**src/rtl/keypad_scan_ctrl.sv**
```systemverilog
// 4x4 keypad scanner: column drive, row synchronizer, per-frame
// classification and press/release debounce with single-key acceptance.
module keypad_scan_ctrl #(
    parameter int SCAN_DIV     = 50000,
    parameter int DEBOUNCE_CNT = 4
) (
    input  logic       clk,
    input  logic       rst,
    input  logic [3:0] row_n,
    output logic [3:0] col_n,
    output logic [3:0] key_code,
    output logic       key_valid,
    output logic       key_held
);

    localparam int DW = (SCAN_DIV > 2) ? $clog2(SCAN_DIV) : 1;
    localparam logic [3:0] DB = 4'(DEBOUNCE_CNT);

    typedef enum logic [1:0] {
        IDLE,
        DEBOUNCE,
        PRESSED,
        RELEASE
    } state_t;

    state_t state, state_nx;

    logic [3:0]    sync1, sync2;
    logic [DW-1:0] div;
    logic [1:0]    col;
    logic          sample, frame_end;

    logic [1:0] acc_cnt;
    logic [3:0] acc_code;
    logic       acc_hit;

    logic [3:0] hits;
    logic [2:0] s_pop;
    logic [1:0] s_row;
    logic [2:0] tot;
    logic [1:0] f_cnt;
    logic [3:0] f_code;
    logic       f_hit;

    logic [3:0] cnt, cnt_nx, cnt_inc;
    logic [3:0] cand, cand_nx;
    logic       accept;

    assign sample    = (div == DW'(SCAN_DIV - 1));
    assign frame_end = sample && (col == 2'd3);
    assign col_n     = ~(4'b1000 >> col);
    assign key_held  = (state == PRESSED) || (state == RELEASE);

    always_ff @(posedge clk) begin
        if (rst) begin
            sync1 <= 4'b1111;
            sync2 <= 4'b1111;
            div   <= '0;
            col   <= 2'd0;
        end else begin
            sync1 <= row_n;
            sync2 <= sync1;
            if (sample) begin
                div <= '0;
                col <= col + 2'd1;
            end else begin
                div <= div + DW'(1);
            end
        end
    end

    // Per-sample decode; s_row is only meaningful when s_pop == 1
    always_comb begin
        hits  = ~sync2;
        s_pop = 3'd0;
        s_row = 2'd0;
        for (int i = 0; i < 4; i++) begin
            if (hits[i]) begin
                s_pop = s_pop + 3'd1;
                s_row = 2'(i);
            end
        end
        tot    = {1'b0, acc_cnt} + s_pop;
        f_cnt  = (tot >= 3'd2) ? 2'd2 : tot[1:0];
        f_code = (s_pop == 3'd1) ? {s_row, col} : acc_code;
        f_hit  = acc_hit | ((col == cand[1:0]) && hits[cand[3:2]]);
    end

    always_ff @(posedge clk) begin
        if (rst) begin
            acc_cnt  <= 2'd0;
            acc_code <= 4'd0;
            acc_hit  <= 1'b0;
        end else if (frame_end) begin
            acc_cnt  <= 2'd0;
            acc_code <= 4'd0;
            acc_hit  <= 1'b0;
        end else if (sample) begin
            acc_cnt  <= f_cnt;
            acc_code <= f_code;
            acc_hit  <= f_hit;
        end
    end

    assign cnt_inc = (cnt == 4'hF) ? cnt : cnt + 4'd1;

    always_comb begin
        state_nx = state;
        cnt_nx   = cnt;
        cand_nx  = cand;
        accept   = 1'b0;
        if (frame_end) begin
            unique case (state)
                IDLE: begin
                    if (f_cnt == 2'd1) begin
                        state_nx = DEBOUNCE;
                        cand_nx  = f_code;
                        cnt_nx   = 4'd1;
                        accept   = (DB <= 4'd1);
                    end
                end
                DEBOUNCE: begin
                    if (f_cnt == 2'd1 && f_code == cand) begin
                        cnt_nx = cnt_inc;
                        accept = (cnt_inc >= DB);
                    end else begin
                        state_nx = IDLE;
                        cnt_nx   = 4'd0;
                    end
                end
                PRESSED: begin
                    if (!f_hit) begin
                        state_nx = RELEASE;
                        cnt_nx   = 4'd1;
                        if (DB <= 4'd1) begin
                            state_nx = IDLE;
                            cnt_nx   = 4'd0;
                        end
                    end
                end
                RELEASE: begin
                    if (f_hit) begin
                        state_nx = PRESSED;
                    end else if (cnt_inc >= DB) begin
                        state_nx = IDLE;
                        cnt_nx   = 4'd0;
                    end else begin
                        cnt_nx = cnt_inc;
                    end
                end
                default: state_nx = IDLE;
            endcase
            if (accept) state_nx = PRESSED;
        end
    end

    always_ff @(posedge clk) begin
        if (rst) begin
            state     <= IDLE;
            cnt       <= 4'd0;
            cand      <= 4'd0;
            key_code  <= 4'd0;
            key_valid <= 1'b0;
        end else begin
            state     <= state_nx;
            cnt       <= cnt_nx;
            cand      <= cand_nx;
            key_valid <= accept;
            if (accept) key_code <= cand_nx;
        end
    end

endmodule

```
**config.mk**
```make
export PLATFORM = sky130hd
export DESIGN_NAME = keypad_scan_ctrl
export DESIGN_NICKNAME = d
export VERILOG_FILES = /design/src/rtl/keypad_scan_ctrl.sv
export SDC_FILE = /design/constraint.sdc
export NUM_CORES = 1
export LEC_CHECK = 0
export BUFFER_PORTS_ARGS = -buffer_cell sky130_fd_sc_hd__clkbuf_2
export CORE_UTILIZATION = 30
export CTS_BUF_LIST = sky130_fd_sc_hd__clkbuf_2
export CTS_CLUSTER_SIZE = 28
export DETAILED_ROUTE_END_ITERATION = 10
export PLACE_DENSITY = 0.46
export SYNTH_ARGS = -nofsm -noshare
export SYNTH_HDL_FRONTEND = slang
export SYNTH_SLANG_ARGS = --single-unit
export TNS_END_PERCENT = 10
```
**constraint.sdc**
```tcl
create_clock -name clk -period 5 [get_ports clk]
set_clock_uncertainty 0.05 [all_clocks]
set_input_delay 0.5 -clock clk [delete_from_list [all_inputs] [get_ports clk]]
set_output_delay 0.5 -clock clk [all_outputs]
set_load 0.05 [all_outputs]
```
==> results.yml <==
power_and_ir_drop:
  vdd_drop_max_mv: 0.107
  powerDensity_mw_per_mm2: 211
  leakagePower_nw: 1.09
routing:
  vias: 2001
  drc: 0
  drtIter0Drc: 61
  first_pass_iters: 4
  avgViaCountPerCell: 4.88
  final_antenna_net_count: 0
  routed_wl_um: 5230
  routedWlPerCell_um: 12.8
synthesis:
  synth_edf_count: 0
  yosys.area.top_type_share_pct: 36.2
  synth_area_leaders: "dfxtp_1 36%, nor2_1 5.7%, ha_1 4.7%, xor2_1 4.0%, xnor2_1 3.0%"
  synthFlopType: "dfxtp_1"
  synth_area_mm2: 0.00265
  synthCells: 296
  async_flop_share_pct: 0
  yosys.area.top_type: "dfxtp_1"
  yosys_warnings: 0
  avgSynthCellArea_um2: 8.97
  synth_fp_nets: 313
  synth_seq_area_share_pct: 36.2
  ys_ff_latch: 48
  synthDistinctLibCells: 61
setup_path:
  worst_setup_path_end_kind: "register"
  worstSetupPathType: "reg -> reg"
  crit_required_ns: 5.30
  r2r_start: "sync2[1]"
  start_kind: "register"
  r2r_slack_ns: 1.05
  crit-reg2reg-capture: "key_code[0]"
  cp.arrival_ns: 4.25
  reg2reg_depth: 14
  crit_fanout: 10
run:
  max-cap-violations: 0
floorplanning:
  die-area_mm2: 0.00923
  ioPinCount: 16
  core_area_mm2: 0.00838
  num_rows: 33
  die_y_um: 96.1
  fp.dieW_um: 96.1
  initial_core_util_pct: 31.7
sta:
  fin_crit_sh_pct: 79.0
  relSlewSlack_pct: 53.3
  fmax_ghz: 0.253
  hold_viol: 0
  rsz0062_at_grt: "no"
  fin_crit_ns: 3.95
  setup_viol: 0
  setup_tns_ns: 0
  final-max-slew-violation-count: 0
  worst_pin_slew_ns: 0.700
grt:
  grt_max_degree: 35
  grt_overflow_total: 0
  grt_usage_pct: 12.5
  grt_pass1_vias: 1839
  grt_pass1_wl_um: 8890
  antenna_found_initial: 0
min_path:
  hold_path.startpoint: "row_n[2]"
  worstHoldPathType: "in -> reg"
  hold_depth: 2
  hold_end: "sync1[2]"
final_layout:
  layoutNonFillerInstCount: 410
  antenna_cells: 0
  final_cell_mix: "48 x dfxtp_1, 40 x nor2_1, 20 x clkbuf_2"
  layout-drive-gt1-share_pct: 17.0
  n_fill_cell: 903
  final_common_cell: "dfxtp_1"
  nets: 322
  area_growth_pct: 6.37
clocking:
  clk_pin_slew_ns: 0.23
  insertion_delay_ns: 0.43
  cts_buffer_depth: 2
  ctsHoldBuffers: 0
  ctsResizeCount: 0
  clock-sinks: 48
  clockRootBuffer: "clkbuf_2"
  cts_htree_levels: 2
  cts_buffers: 5
  tritoncts: "done"
  cts_setup_buffers: 0
place:
  dp_cells: 403
  numPortBuffers: 15
  gp_congestion: 0.824
  hpwlAfterDp_um: 3880
outcome:
  run_status: "completed"
## per-stage QoR
| stage | area, um2 | util (%) | hold slack, ns | total power, mW | setup slack [ns] |
|---|---|---|---|---|---|
| final | 2820 | 33.7 | 0.190 | 0.595 | 1.05 |
| after global routing | 2820 | 33.7 | 0.148 | 0.627 | 0.685 |
| after CTS | 2820 | 33.7 | 0.152 | 0.609 | 1.03 |
| after detailed placement | 2790 | 33.2 | 0.345 | 0.449 | 1.07 |
| after global placement | 2790 | 33.2 | 0.348 | 0.449 | 1.19 |
| after floorplan | 2650 | - | 0.339 | 0.440 | 1.46 |
## layout make-up
cell class	instances	area, um2	area share, %
clock buffers	5	25.0	0.887
clock inverters	2	12.5	0.443
inverters	17	63.8	2.26
multi-input cells	218	1550	55.1
flip-flops and latches	48	961	34.0
well taps	105	131	4.65
repair buffers	15	75.1	2.66
## how the worst max path moves through the flow
stage / startpoint / end / slack (ns) / cells after the start
final: sync2[1] / key_code[0] / 1.05 / 14
after detailed placement: sync2[0] / key_code[1] / 1.07 / 14
after floorplan: sync2[1] / key_code[0] / 1.46 / 16
after global placement: sync2[1] / key_code[2] / 1.19 / 14
after global routing: sync2[1] / key_code[2] / 0.69 / 13
after CTS: sync2[0] / key_code[1] / 1.03 / 14
## logic make-up (layout without fill, tap and decap cells)
logic type,count (synthesis),after routing,share of synthesized area (%)
buf+inv,30,39,5.23
compound gates,39,39,11.2
fa+ha+maj,11,11,5.47
xor+xnor,24,24,9.19
flops,48,48,36.2
simple gates,130,130,26.4
mux,14,14,6.32
## critical path, stage by stage, from the launching register on
cell,delay [ns]
dfxtp_1,0.41
inv_1,0.06
ha_1,0.44
xnor2_4,0.20
ha_1,0.30
nor2_1,0.14
a31o_1,0.19
inv_2,0.07
fa_1,0.48
nand3b_1,0.17
mux2i_1,0.36
and3_1,0.40
mux2i_1,0.22
nor2_1,0.07
mux2_2,0.29
## routing by layer
| metal | wire length [um] | vias to the layer above | track usage [%] |
|---|---|---|---|
| met5 | 0 | - | 0 |
| met4 | 65 | 0 | 3.86 |
| met3 | 198 | 9 | 2.69 |
| met2 | 2250 | 26 | 19.0 |
| met1 | 2720 | 927 | 17.5 |
| li1 | - | 1039 | - |
## where the power goes
| part | switching [mW] | internal [mW] | total [mW] |
|---|---|---|---|
| Combinational | 0.0269 | 0.0206 | 0.0475 |
| Clock | 0.124 | 0.0308 | 0.154 |
| Sequential | 0.00494 | 0.389 | 0.394 |
| Total | 0.155 | 0.440 | 0.595 |
## synthesized netlist by cell type, drive strengths merged, types with 2 or more instances
cell type and count:
xor2 13, nand3b 2, a311oi 2, nor3 5, o31ai 2, nor3b 4, mux2i 7, and4b 3
dfxtp 48, nand2b 4, a211oi 4, nor2 40, mux2 6, a21oi 11, and3 6, o21ai 4
xnor2 11, nor4bb 2, nand2 19, buf 6, nand4 5, nor2b 6, a22oi 5, ha 10
a41oi 2, nand3 12, clkbuf 7, inv 17, or2 12, nand4b 2, nor4b 3
## registers in the layout (all words and copies together) (netlist names)
signal	flops
sync1	4
cand	4
sync2	4
key_code	4
col	2
acc_hit	1
acc_code	4
acc_cnt	2
div	16
key_valid	1
state	2
cnt	4
Note: power is estimated with default switching activity, not from simulation.
